$ cat src/rtl/logic_arb_pkg.sv
// Shared definitions for the round-robin arbiter in front of the 8-bit logic unit.
package logic_arb_pkg;
  localparam int DATA_W = 8;

  localparam logic [1:0] OP_AND = 2'b00;
  localparam logic [1:0] OP_OR  = 2'b01;
  localparam logic [1:0] OP_XOR = 2'b10;
  localparam logic [1:0] OP_NOT = 2'b11;

  typedef enum logic [1:0] {
    ST_IDLE = 2'd0,
    ST_EXEC = 2'd1,
    ST_RESP = 2'd2
  } state_t;
endpackage

$ cat src/rtl/logic_unit.sv
// 8-bit bitwise logic unit: AND / OR / XOR / NOT A, selected by op.
module logic_unit import logic_arb_pkg::*; (
  input  logic [1:0]        i_op,
  input  logic [DATA_W-1:0] i_a,
  input  logic [DATA_W-1:0] i_b,
  output logic [DATA_W-1:0] o_y
);
  logic [DATA_W-1:0] w_and, w_or, w_xor, w_not;

  assign w_and = i_a & i_b;
  assign w_or  = i_a | i_b;
  assign w_xor = i_a ^ i_b;
  assign w_not = ~i_a;

  always_comb begin
    o_y = w_not;
    case (i_op)
      OP_AND:  o_y = w_and;
      OP_OR:   o_y = w_or;
      OP_XOR:  o_y = w_xor;
      default: o_y = w_not;
    endcase
  end
endmodule

$ cat src/rtl/rr_picker.sv
// Combinational round-robin picker: first set request at or above i_ptr, wrapping.
module rr_picker #(
  parameter int N_REQ = 4,
  parameter int ID_W  = 2
) (
  input  logic [N_REQ-1:0] i_req,
  input  logic [ID_W-1:0]  i_ptr,
  output logic [N_REQ-1:0] o_gnt,
  output logic [ID_W-1:0]  o_idx,
  output logic             o_any
);
  int             w_t;
  logic [ID_W-1:0] w_j;

  // Walk offsets high to low so the smallest offset from i_ptr wins.
  always_comb begin
    o_gnt = '0;
    o_idx = '0;
    w_t   = 0;
    w_j   = '0;
    for (int k = N_REQ - 1; k >= 0; k--) begin
      w_t = (int'(i_ptr) + k) % N_REQ;
      w_j = w_t[ID_W-1:0];
      if (i_req[w_j]) begin
        o_gnt      = '0;
        o_gnt[w_j] = 1'b1;
        o_idx      = w_j;
      end
    end
  end

  assign o_any = |i_req;
endmodule

$ cat src/rtl/logic_unit_arbiter.sv
// Round-robin sharing of one logic unit among N_REQ requesters, one op in flight.
// Optional LOGIC_ARB_FLAGS_EN adds registered rsp_zero / rsp_parity outputs.
module logic_unit_arbiter import logic_arb_pkg::*; #(
  parameter int N_REQ = 4,
  parameter int ID_W  = $clog2(N_REQ)
) (
  input  logic                  i_clk,
  input  logic                  i_rst_n,
  input  logic [N_REQ-1:0]      i_req_valid,
  output logic [N_REQ-1:0]      o_req_ready,
  input  logic [2*N_REQ-1:0]    i_req_op,
  input  logic [8*N_REQ-1:0]    i_req_a,
  input  logic [8*N_REQ-1:0]    i_req_b,
  output logic                  o_rsp_valid,
  input  logic                  i_rsp_ready,
  output logic [ID_W-1:0]       o_rsp_id,
  output logic [DATA_W-1:0]     o_rsp_data,
`ifdef LOGIC_ARB_FLAGS_EN
  output logic                  o_rsp_zero,
  output logic                  o_rsp_parity,
`endif
  output logic                  o_busy
);
  state_t            r_state;
  logic [ID_W-1:0]   r_rr_ptr, r_gid, r_rsp_id;
  logic [1:0]        r_op;
  logic [DATA_W-1:0] r_a, r_b, r_rsp_data;
  logic              r_rsp_valid;
`ifdef LOGIC_ARB_FLAGS_EN
  logic              r_rsp_zero, r_rsp_parity;
`endif

  logic [N_REQ-1:0]  w_gnt;
  logic [ID_W-1:0]   w_idx, w_ptr_nxt;
  logic              w_any;
  logic [DATA_W-1:0] w_y;

  rr_picker #(.N_REQ(N_REQ), .ID_W(ID_W)) u_pick (
    .i_req (i_req_valid),
    .i_ptr (r_rr_ptr),
    .o_gnt (w_gnt),
    .o_idx (w_idx),
    .o_any (w_any)
  );

  logic_unit u_lu (
    .i_op (r_op),
    .i_a  (r_a),
    .i_b  (r_b),
    .o_y  (w_y)
  );

  assign w_ptr_nxt   = (w_idx == ID_W'(N_REQ - 1)) ? '0 : w_idx + 1'b1;
  assign o_req_ready = (r_state == ST_IDLE) ? w_gnt : '0;
  assign o_busy      = (r_state != ST_IDLE);
  assign o_rsp_valid = r_rsp_valid;
  assign o_rsp_id    = r_rsp_id;
  assign o_rsp_data  = r_rsp_data;
`ifdef LOGIC_ARB_FLAGS_EN
  assign o_rsp_zero   = r_rsp_zero;
  assign o_rsp_parity = r_rsp_parity;
`endif

  always_ff @(posedge i_clk or negedge i_rst_n) begin
    if (!i_rst_n) begin
      r_state     <= ST_IDLE;
      r_rr_ptr    <= '0;
      r_gid       <= '0;
      r_op        <= OP_AND;
      r_a         <= '0;
      r_b         <= '0;
      r_rsp_valid <= 1'b0;
      r_rsp_id    <= '0;
      r_rsp_data  <= '0;
`ifdef LOGIC_ARB_FLAGS_EN
      r_rsp_zero   <= 1'b0;
      r_rsp_parity <= 1'b0;
`endif
    end else begin
      case (r_state)
        ST_IDLE: if (w_any) begin
          r_op     <= i_req_op[w_idx*2 +: 2];
          r_a      <= i_req_a[w_idx*DATA_W +: DATA_W];
          r_b      <= i_req_b[w_idx*DATA_W +: DATA_W];
          r_gid    <= w_idx;
          r_rr_ptr <= w_ptr_nxt;
          r_state  <= ST_EXEC;
        end
        ST_EXEC: begin
          r_rsp_data  <= w_y;
          r_rsp_id    <= r_gid;
          r_rsp_valid <= 1'b1;
`ifdef LOGIC_ARB_FLAGS_EN
          r_rsp_zero   <= (w_y == '0);
          r_rsp_parity <= ^w_y;
`endif
          r_state     <= ST_RESP;
        end
        ST_RESP: if (i_rsp_ready) begin
          r_rsp_valid <= 1'b0;
          r_state     <= ST_IDLE;
        end
        default: r_state <= ST_IDLE;
      endcase
    end
  end
endmodule

$ cat config.mk
export PLATFORM = sky130hd
export DESIGN_NAME = logic_unit_arbiter
export DESIGN_NICKNAME = d
export VERILOG_FILES = /design/src/rtl/logic_arb_pkg.sv /design/src/rtl/logic_unit.sv /design/src/rtl/rr_picker.sv /design/src/rtl/logic_unit_arbiter.sv
export SDC_FILE = /design/constraint.sdc
export NUM_CORES = 1
export LEC_CHECK = 0
export ABC_AREA = 0
export CAP_MARGIN = 20
export CORE_MARGIN = 5
export CORE_UTILIZATION = 35
export CTS_CLUSTER_SIZE = 28
export DETAILED_ROUTE_END_ITERATION = 8
export GPL_ROUTABILITY_DRIVEN = 0
export HOLD_SLACK_MARGIN = 0.08
export SETUP_SLACK_MARGIN = 0.4
export SLEW_MARGIN = 10
export SYNTH_ARGS = -nofsm -noshare
export SYNTH_HDL_FRONTEND = slang
export SYNTH_SLANG_ARGS = --single-unit
$ cat constraint.sdc
create_clock -name i_clk -period 4 [get_ports i_clk]
set_input_delay 0.8 -clock i_clk [delete_from_list [all_inputs] [get_ports i_clk]]
set_output_delay 0.8 -clock i_clk [all_outputs]
set_load 0.02 [all_outputs]
==> metrics.md <==
| Metric | Value |
|---|---|
| Leakage dissipation | 1.89 nW |
| Fin Clk Skew | 0.00548 ns |
| CTS tree | yes |
| Rows | 36 |
| Postcts setup bufs | 0 |
| Routed len/inst | 16.4 µm |
| Die height | 109 µm |
| VDD IR max | 0.000368 V |
| CP Max Fanout | 14 |
| Critical Path, Cell by Cell | clkdlybuf4s50_1 > buf_4 > mux4_2 > nor2b_2 > a22oi_1 > o21ai_0 > mux2i_1 > nor2_1 > clkbuf_2 |
| Crit path kind | input port to primary output |
| DRT met1 WL | 4400 µm |
| Die Width | 109 µm |
| Run status | complete, no violations |
| Gate count of the mapped netlist | 366 |
| Initial antenna violation count | 0 |
| Share of cells above drive strength 1 | 16.4% |
| Synth area leaders | dfrtp_1 (25%), a211oi_1 (9.2%), ha_1 (9.1%) |
| Metal3 WL | 381 µm |
| Post-Route WL | 9620 µm |
| Post-route antenna net violation count | 0 |
| Vias in the first global route | 3125 |
| Setup TNS Final | 0 ns |
| Clk buf depth | 2 |
| Post-synthesis register bit count | 35 |
| WP data required | 3.20 ns |
| Worst Hold Class | flop to flop |
| Critical Path Source Type | input port |
| Starting density of the core | 35.6% |
| Ys async rst share | 100% |
| Final hold violation count | 0 |
| Worst-Skew Late Latency | 0.28 ns |
| TritonCTS Buffers | 5 |
| # diodes | 0 |
| Synth top area share | 25.4% |
| RSZ-0062 raised after global routing | false |
| Crit path arrival time | 2.66 ns |
| Slew headroom | 43.3% |
| Crit path largest cell delay | 0.47 ns |
| Initial DRC Count | 136 |
| Vias post-DR | 3089 |
| Worst r2r path cells | 9 |
| PwrDens | 791 nW/µm² |
| Ys Warns | 0 |
| I/O pin count | 95 |
| Seq/Total Area, Yosys | 25.4% |
| Critical Path Slowest Stage Cell | mux4_2 |
| Synthesized area per cell | 9.41 µm² |
| EDFF count, synth | 0 |
| Metal2 WL | 4760 µm |
| Top sig layer | met4 |
| Hold Startpoint | o_rsp_data[7] |
| Grt ovf | 0 |
| Cell area after synthesis | 3440 µm² |
| R2r setup slk | 1.13 ns |
| # setup viols final | 0 |
| Area Growth Syn to Fin | 33.9% |
| Total power draw | 3.65 mW |
| CTS root buffer | clkbuf_8 |
| First-pass DRT Iterations | 4 |
| Post-DP HPWL | 7320 µm |
| GRT Total Usage | 16.4% |
| Pin slew with the least headroom to its limit | 0.851 ns |
| DR vias/cell | 5.28 |
| Slew Viols, Final | 0 |
| Element type at the critical path end | primary output |
| I/O Buffers | 94 |
| Fill cells | 923 |
| Hold-critical path depth | 2 |
| Syn Nets | 470 |
| Num Clock Sinks | 35 |
| CORE AREA | 9680 µm² |
| Yosys top cell by area | dfrtp_1 |
| Reg2reg end | r_a[5] |
| Achievable frequency | 289 MHz |
| Min Tclk post-route | 3.46 ns |
| Global-route wire length before repair | 15700 µm |
| Yosys cell types | 49 |
| Crit Reg-Reg Startpoint | r_rr_ptr[1] |
| Largest net degree at the start of global routing | 36 |
| DIE AREA | 11900 µm² |
| WHS Endpoint | o_rsp_data[7] |
| Remaining DRCs | 0 |
| Max Cap Viol | 0 |
| H-tree levels | 2 |
| Nets | 555 |
| Final period util | 86.6% |
| Most used DFF post-synth | dfrtp_1 |
| Reg clk slew, reported paths | 0.07 ns |
[per-layer routing]
metal	vias up	track usage, %
met2	72	27.1
li1	1526	-
met1	1485	22.8
met4	0	2.67
met3	6	2.66
met5	-	0
[sequential cells by signal, indices dropped and copies added, names as in the netlist]
signal	count
o_rsp_valid	1
r_op	2
r_gid	2
r_state	2
o_rsp_data	8
o_rsp_id	2
r_rr_ptr	2
r_a	8
r_b	8
[cells in the mapped netlist (4+ instances only)]
cell type	number
mux2i_1	26
mux2_1	4
buf_4	4
mux4_2	5
inv_1	24
ha_1	25
nor2b_1	19
buf_2	8
o21ai_0	19
o32ai_1	7
a22oi_1	4
nor2_1	23
mux2_4	10
o32ai_2	10
a211oi_1	42
nand2b_1	4
clkbuf_1	13
dfrtp_1	35
nand2_1	19
a21oi_1	17
mux2_2	12
[metrics by stage]
step / util, % / instance area [µm²] / worst slack, ns / hold WS [ns] / instances
detailed placement: 46.8 / 4530 / 0.126 / 0.472 / 577
global placement: 46.8 / 4530 / 0.176 / 0.463 / 577
floorplan: - / 3440 / 0.729 / 0.444 / 366
global route: 47.6 / 4610 / 0.402 / 0.507 / 585
CTS: 47.8 / 4630 / 0.391 / 0.482 / 585
finish: 47.6 / 4610 / 0.538 / 0.480 / 585
[critical path, delay by kind of cell]
family | cells | cell delay (ns)
compound gates | 2 | 0.23
buf+inv | 3 | 0.77
mux | 2 | 0.61
simple gates | 2 | 0.25
[layout make-up]
class | instances | area [µm²] | share of cell area [%]
clock buffer | 8 | 100 | 2.17
inverter | 25 | 93.8 | 2.04
multi-input combinational | 275 | 2330 | 50.6
sequential | 35 | 876 | 19.0
tap | 133 | 166 | 3.61
timing repair buffer | 109 | 1040 | 22.6
[cells in the final DEF, fill, tap and decap left out, types with 12 or more instances in the layout]
cell type and instances:
a211oi_1 42, o21ai_0 19, mux2_2 12, dfrtp_1 35, nor2_1 22, inv_1 24
nor2b_1 18, ha_1 25, nand2_1 19, mux2i_1 26, buf_4 14, a21oi_1 17
clkdlybuf4s50_1 89
[cells by family (layout without fill, tap and decap cells)]
logic type	count (synthesis)	after routing	share of synthesized area (%)
buffers and inverters	56	142	7.48
AOI/OAI and AO/OA	112	112	24.9
DFF	35	35	25.4
and+or+nand+nor	79	79	11.8
xor gates and xnor gates	1	1	0.254
adders and majority gates	25	25	9.08
muxes	58	58	21.1
[power breakdown]
part	leakage [nW]	switching [mW]	internal, mW
sequential	0.406	0.203	0.544
clock	0.0515	0.123	0.157
combinational	1.43	1.41	1.20
[timing repair]
item,CTS,global route
hold buffers,0,0
endpoints found under the setup margin,4,4
resized for setup,5,8
[worst max path at each step]
stage | cells past startpoint | to | start
detailed placement | 8 | o_req_ready[1] | i_req_valid[2]
global placement | 8 | o_req_ready[0] | i_req_valid[1]
CTS | 9 | o_req_ready[1] | i_req_valid[0]
global route | 9 | o_req_ready[3] | i_req_valid[0]
floorplan | 10 | o_req_ready[0] | r_rr_ptr[0]
finish | 9 | o_req_ready[0] | i_req_valid[0]
No activity file was read; power rests on OpenSTA's default activity.
